File: config.mk
export PLATFORM = sky130hd
export DESIGN_NAME = sum_sequencer
export DESIGN_NICKNAME = d
export VERILOG_FILES = /design/src/rtl/sum_sequencer.sv
export SDC_FILE = /design/constraint.sdc
export NUM_CORES = 1
export LEC_CHECK = 0
export CAP_MARGIN = 0
export CORE_MARGIN = 1
export CORE_UTILIZATION = 44
export CTS_CLUSTER_DIAMETER = 200
export DETAILED_ROUTE_END_ITERATION = 8
export PLACE_DENSITY_LB_ADDON = 0.2
export SYNTH_ARGS = -nofsm -noshare
export SYNTH_HDL_FRONTEND = slang
export SYNTH_SLANG_ARGS = --single-unit
export TNS_END_PERCENT = 5
File: constraint.sdc
create_clock -name clock -period 1.55 [get_ports clock]
set_input_delay 0.2325 -clock clock [delete_from_list [all_inputs] [get_ports clock]]
set_output_delay 0.2325 -clock clock [all_outputs]
set_load 0.05 [all_outputs]
File: src/rtl/sum_sequencer.sv
// Sequencing controller for the switch-operand adder: enter A, enter B,
// add, show; the shown result can be chained back in as operand A.
module sum_sequencer #(
    parameter int WIDTH = 8
) (
    input  logic             clock,
    input  logic             reset,
    input  logic             btn_next,
    input  logic             btn_acc,
    input  logic [WIDTH-1:0] switch,
    output logic [WIDTH-1:0] operand_a,
    output logic [WIDTH-1:0] operand_b,
    output logic [WIDTH-1:0] result,
    output logic             overload,
    output logic             result_valid,
    output logic             done,
    output logic [1:0]       state
);

    typedef enum logic [1:0] {
        ENTER_A = 2'd0,
        ENTER_B = 2'd1,
        CALC    = 2'd2,
        SHOW    = 2'd3
    } state_t;

    state_t           state_q;
    state_t           state_d;
    logic [WIDTH-1:0] switch_q;
    logic [WIDTH-1:0] a_d;
    logic [WIDTH-1:0] b_d;
    logic [WIDTH-1:0] res_d;
    logic             ov_d;
    logic             rv_d;
    logic             done_d;
    logic [WIDTH:0]   sum;

    // Full-width sum so the carry lands in overload
    assign sum   = {1'b0, operand_a} + {1'b0, operand_b};
    assign state = state_q;

    // Next-state and next-output logic; everything holds unless a state acts
    always_comb begin
        state_d = state_q;
        a_d     = operand_a;
        b_d     = operand_b;
        res_d   = result;
        ov_d    = overload;
        rv_d    = result_valid;
        done_d  = 1'b0;
        unique case (state_q)
            ENTER_A: begin
                a_d = switch_q;
                if (btn_next) state_d = ENTER_B;
            end
            ENTER_B: begin
                b_d = switch_q;
                if (btn_next) state_d = CALC;
            end
            CALC: begin
                {ov_d, res_d} = sum;
                rv_d    = 1'b1;
                done_d  = 1'b1;
                state_d = SHOW;
            end
            SHOW: begin
                if (btn_acc) begin
                    a_d     = result;
                    res_d   = '0;
                    ov_d    = 1'b0;
                    rv_d    = 1'b0;
                    state_d = ENTER_B;
                end else if (btn_next) begin
                    res_d   = '0;
                    ov_d    = 1'b0;
                    rv_d    = 1'b0;
                    state_d = ENTER_A;
                end
            end
        endcase
    end

    // State, switch sample and all outputs registered; reset wins
    always_ff @(posedge clock) begin
        if (reset) begin
            state_q      <= ENTER_A;
            switch_q     <= '0;
            operand_a    <= '0;
            operand_b    <= '0;
            result       <= '0;
            overload     <= 1'b0;
            result_valid <= 1'b0;
            done         <= 1'b0;
        end else begin
            state_q      <= state_d;
            switch_q     <= switch;
            operand_a    <= a_d;
            operand_b    <= b_d;
            result       <= res_d;
            overload     <= ov_d;
            result_valid <= rv_d;
            done         <= done_d;
        end
    end

endmodule

Yosys cells after proc, flatten, opt, wreduce, memory -nomap -nowiden
Cells that the tools add are included.

Register bits after elaboration: 37. Input bits: 12. Output and inout port bits: 29. Logic and storage cells: 37.

$add $sub $neg: 1. Equality and inequality tests: 7. Mux-type cells: 15. Reduce and logical (&&, ||, !) cells: 6.

Operators with widths (count): $pmux 8 s2 (2); $mux 8 (3); $add 8x8->9 (1); $mux 2 (4); $pmux 2 s4 (1); $ne 2x2->1 const B (3); $eq 2x2->1 const B (2); $pmux 1 s2 (2); $reduce_and 2->1 (2); $reduce_bool 2->1 (2); $mux 1 (3); $ne 3x3->1 const B (1); $reduce_and 3->1 (1); $eq 2x1->1 const B (1); $logic_not 2->1 (1).

Longest topological paths before layout
Gate-level depths: netlist of the first run.

Word-level depth: 3. Gate-level depth with buffers: 7. Depth with buffers taken out: 6.

Worst setup path before layout of the first run
Ideal clock, no wire load.

Path type: register to register. Start point: register state_q[1], in the netlist state[1]. End point: register result[5]. Library setup time: 0.059 ns. Arrival time: 1.938 ns. Data required time: 1.491 ns. Slack: -0.447 ns. Stages on the path, launching flop included: 6. Path buffers: 0. Clock period less this slack: 1.997 ns. Cell sequence: dfxtp_1 -> ha_1 -> or3b_4 -> or3b_1 -> a2bb2oi_1 -> nand2_1.

Cells in the longest elaborated chain, start to end: 3. Elaborated cells on any way between the ends: 6. Those cells by class: eq/ne: 3; mux: 1; reduce/logical: 2.

Ends and longest elaborated chain: start: declaration (RTL line 27) `state_t state_q;`; start signal: assignment (RTL line 95) `state_q <= state_d;`; $eq 2x2->1 (RTL line 51) `unique case (state_q)`; $ne 3x3->1 (no line) / $reduce_bool 2->1 (equally long branches); $reduce_and 2->1 (no line); end signal: assignment (RTL line 99) `result <= res_d;`; end: declaration (RTL line 13) `output logic [WIDTH-1:0] result,`.

Parallel ways exist; a longest one is shown, timed or not. A chain may end at the register's enable or synchronous reset.

Worst setup path in the final report of the first run
Start point: register operand_a[0]. End point: register result[6].

Cells in the longest elaborated chain, start to end: 2.

Ends and longest elaborated chain: start: declaration (RTL line 11) `output logic [WIDTH-1:0] operand_a,`; start signal: assignment (RTL line 88) `operand_a <= '0;`; start signal: assignment (RTL line 97) `operand_a <= a_d;`; $add 8x8->9 (RTL line 39) `assign sum = {1'b0, operand_a} + {1'b0, operand_b};`; $pmux 8 s2 (RTL line 51).

No other way between the ends.

==> results.toml, run 1 <==
[run_status]
violations = "negative setup slack"
status = "finished, violations left"

[global_route]
gr-total-overflow = 0
grt_pass1_vias = 1472
grt_max_degree = 18
gr-usage-all-layers = 0.211
antenna_found_initial = 0
grt_pass1_wl_microns = 6760

[synth]
yosys_warnings = 0
syn_nets = 209
synth.distinct_cells = 36
syn-cell-area_sq_um = 1770
synthFlopType = "dfxtp_1"
synthCells = 183
ys_ff_latch = 37
synth_edf_count = 0
async_reset_ff_frac = 0
avgSynthCellArea_sq_um = 9.70
synth-seq-area-share = 0.417

[clocking]
clk_pin_slew_ns = 0.07
cts.sinks = 37
cts_max_path_buffers = 2
cts-root-buf = "clkbuf_8"
post-cts-setup-buffers = 0
insertion_delay_ns = 0.29
postCtsHoldBufs = 0
cts_tree = "built"
cts_buffers = 5
htree_levels = 2

[pwr]
net-switching-power_mw = 2.17
power_frac_comb = 0.551
ir_worst_vdd_mv = 1.00
p_seq_frac = 0.304
p_int_mw = 2.57
power_density_nw_per_um2 = 1930
p_sw_frac = 0.458
clkPwrFrac = 0.145
leakage_nw = 1.04

[layout]
most-common-layout-cells = "46 x buf_4, 22 x nor2_1, 21 x dfxtp_1"
drive_gt1_frac = 0.360
postLayoutCoreUtil = 0.652
antenna_cells = 0
final_common_cell = "buf_4"
final_nets = 264
area_growth_pct = 38.6

[critical_path]
end_kind = "flop"
worstPathRequired_ns = 1.72
crit_arrival_ns = 1.85
cpPeakStageDelay_ns = 0.41
crit_slowest_cell = "fa_2"
worstPathCellList = "ha_4, fa_2, a211oi_4, o21ai_2, xnor2_1, o21ai_1"
criticalPathCategory = "reg2reg"
cp_max_fo = 3
startpoint_type = "flop"

[floorplanning]
rows = 22
start_util = 0.470
dieArea_sq_um = 4290
core_sq_um = 3770
die_y_microns = 65.5
die_w_microns = 65.5
ios = 41

[routing]
ant_nets = 0
via_per_inst = 5.23
wl_per_cell_microns = 14.6
routed_wl_microns = 4180
drt_iter0_markers = 49
dr.pass1.iters = 4
drc_errors = 0
dr_total_vias = 1501

[timing]
hold_viol_final = 0
fmax_mhz = 597
worst_slew_pin_slew_ns = 0.381
slew_violations = 0
finalSetupViolations = 5
setup_ws_ns = -0.124
fin_skew_ns = 0.00699
finalSetupTns_ns = -0.395
finalCritPeriodShare = 1.08
rsz0062_at_grt = "true"
slew_headroom = 0.744
period_needed_ns = 1.67

[run]
drv_cap = 0

[place]
hpwl_microns = 3020
io_buffers = 40
gp_congestion = 0.809

[hold_path]
min-delay-path-class = "reg2reg"
## power by group through the flow
stage               sequential [mW]  combinational [mW]  clock (mW)
floorplan                      2.13                1.05           0
global placement               1.44                2.45           0
detailed placement             1.46                2.50           0
CTS                            1.44                2.53       0.707
global route                   1.47                2.80       0.750
finish                         1.44                2.61       0.689
## final timing paths
check	startpoint	end	cells after the start	slack, ns
worst max-delay path	operand_a[0]	result[6]	6	-0.12
worst min-delay path	overload	overload	2	0.47
worst min register to register	overload	overload	2	0.47
worst max register to register	operand_a[0]	result[6]	6	-0.12
## kinds of logic (layout without fill, tap and decap cells)
group / Yosys count / count (layout) / share of synthesized area
compound gates: 41 / 41 / 0.152
xor+xnor: 4 / 4 / 0.0197
fa+ha+maj: 14 / 14 / 0.103
buf+inv: 11 / 67 / 0.0346
flops: 37 / 37 / 0.417
mux: 18 / 18 / 0.102
simple gates: 58 / 58 / 0.171
## state kept, by name, summed over array words and instances (netlist names)
name          flops
operand_a         8
result_valid      1
switch_q          8
state             2
done              1
overload          1
result            8
operand_b         8
## cells in the mapped netlist (all sizes together) (2+ instances only)
| cell type | instances | area share |
|---|---|---|
| o21a | 2 | 0.0085 |
| a211oi | 11 | 0.047 |
| nor4b | 2 | 0.0099 |
| nand3b | 2 | 0.0085 |
| ha | 13 | 0.092 |
| mux2i | 17 | 0.096 |
| xnor2 | 2 | 0.0099 |
| nor2 | 22 | 0.047 |
| nand2 | 9 | 0.019 |
| nor2b | 10 | 0.035 |
| nor3 | 3 | 0.0085 |
| dfxtp | 37 | 0.42 |
| nor3b | 5 | 0.021 |
| a21oi | 10 | 0.028 |
| o21ai | 7 | 0.020 |
| or3b | 2 | 0.011 |
| a21o | 3 | 0.013 |
| xor2 | 2 | 0.0099 |
| clkbuf | 4 | 0.0092 |
| inv | 2 | 0.0042 |
| buf | 5 | 0.021 |
| a211o | 2 | 0.0099 |
## cell type report
cell class | instances | area (sq um)
multi-input combinational | 135 | 1070
timing repair buffer | 57 | 455
sequential | 37 | 771
clock buffer | 8 | 90.1
inverter | 2 | 10.0
tap | 48 | 60.1
fill | 302 | 1310
## what timing repair did
| action | CTS | global route |
|---|---|---|
| setup endpoints to repair | 8 | 15 |
| pin swaps | 2 | 5 |
| resized for setup | 2 | 11 |
| endpoints found under the hold margin | 0 | 0 |
## layer usage
| metal | GRT usage | up-vias | part of all wire |
|---|---|---|---|
| met5 | 0 | - | 0 |
| met3 | 0.0573 | 7 | 0.031 |
| met4 | 0.0815 | 0 | 0.017 |
| met2 | 0.360 | 32 | 0.52 |
| met1 | 0.250 | 699 | 0.43 |
| li1 | - | 763 | - |
## per-stage QoR
stage	std cells	power [mW]	hold slack, ns	area, sq um	worst slack (ns)
finish	287	4.74	0.470	2460	-0.124
global route	287	5.02	0.494	2460	-0.222
CTS	287	4.68	0.479	2410	-0.0927
detailed placement	279	3.96	0.464	2310	-0.206
global placement	279	3.88	0.456	2310	-0.175
floorplan	183	3.18	0.361	1850	-0.109
## worst max-delay path, delay by kind of cell, from the launching register on
family,cells,cell delay [ns]
adders and majority gates,2,0.58
AOI/OAI and AO/OA,3,0.47
DFF,1,0.34
xor gates and xnor gates,1,0.16
Power figures use the tool's default switching activity.
==> inputs of run 2 (changes only) <==
Settings changed: CAP_MARGIN 0 to not set.
==> results of run 2 <==
No change in the layout: final DEF, timing and power equal those of run 1.
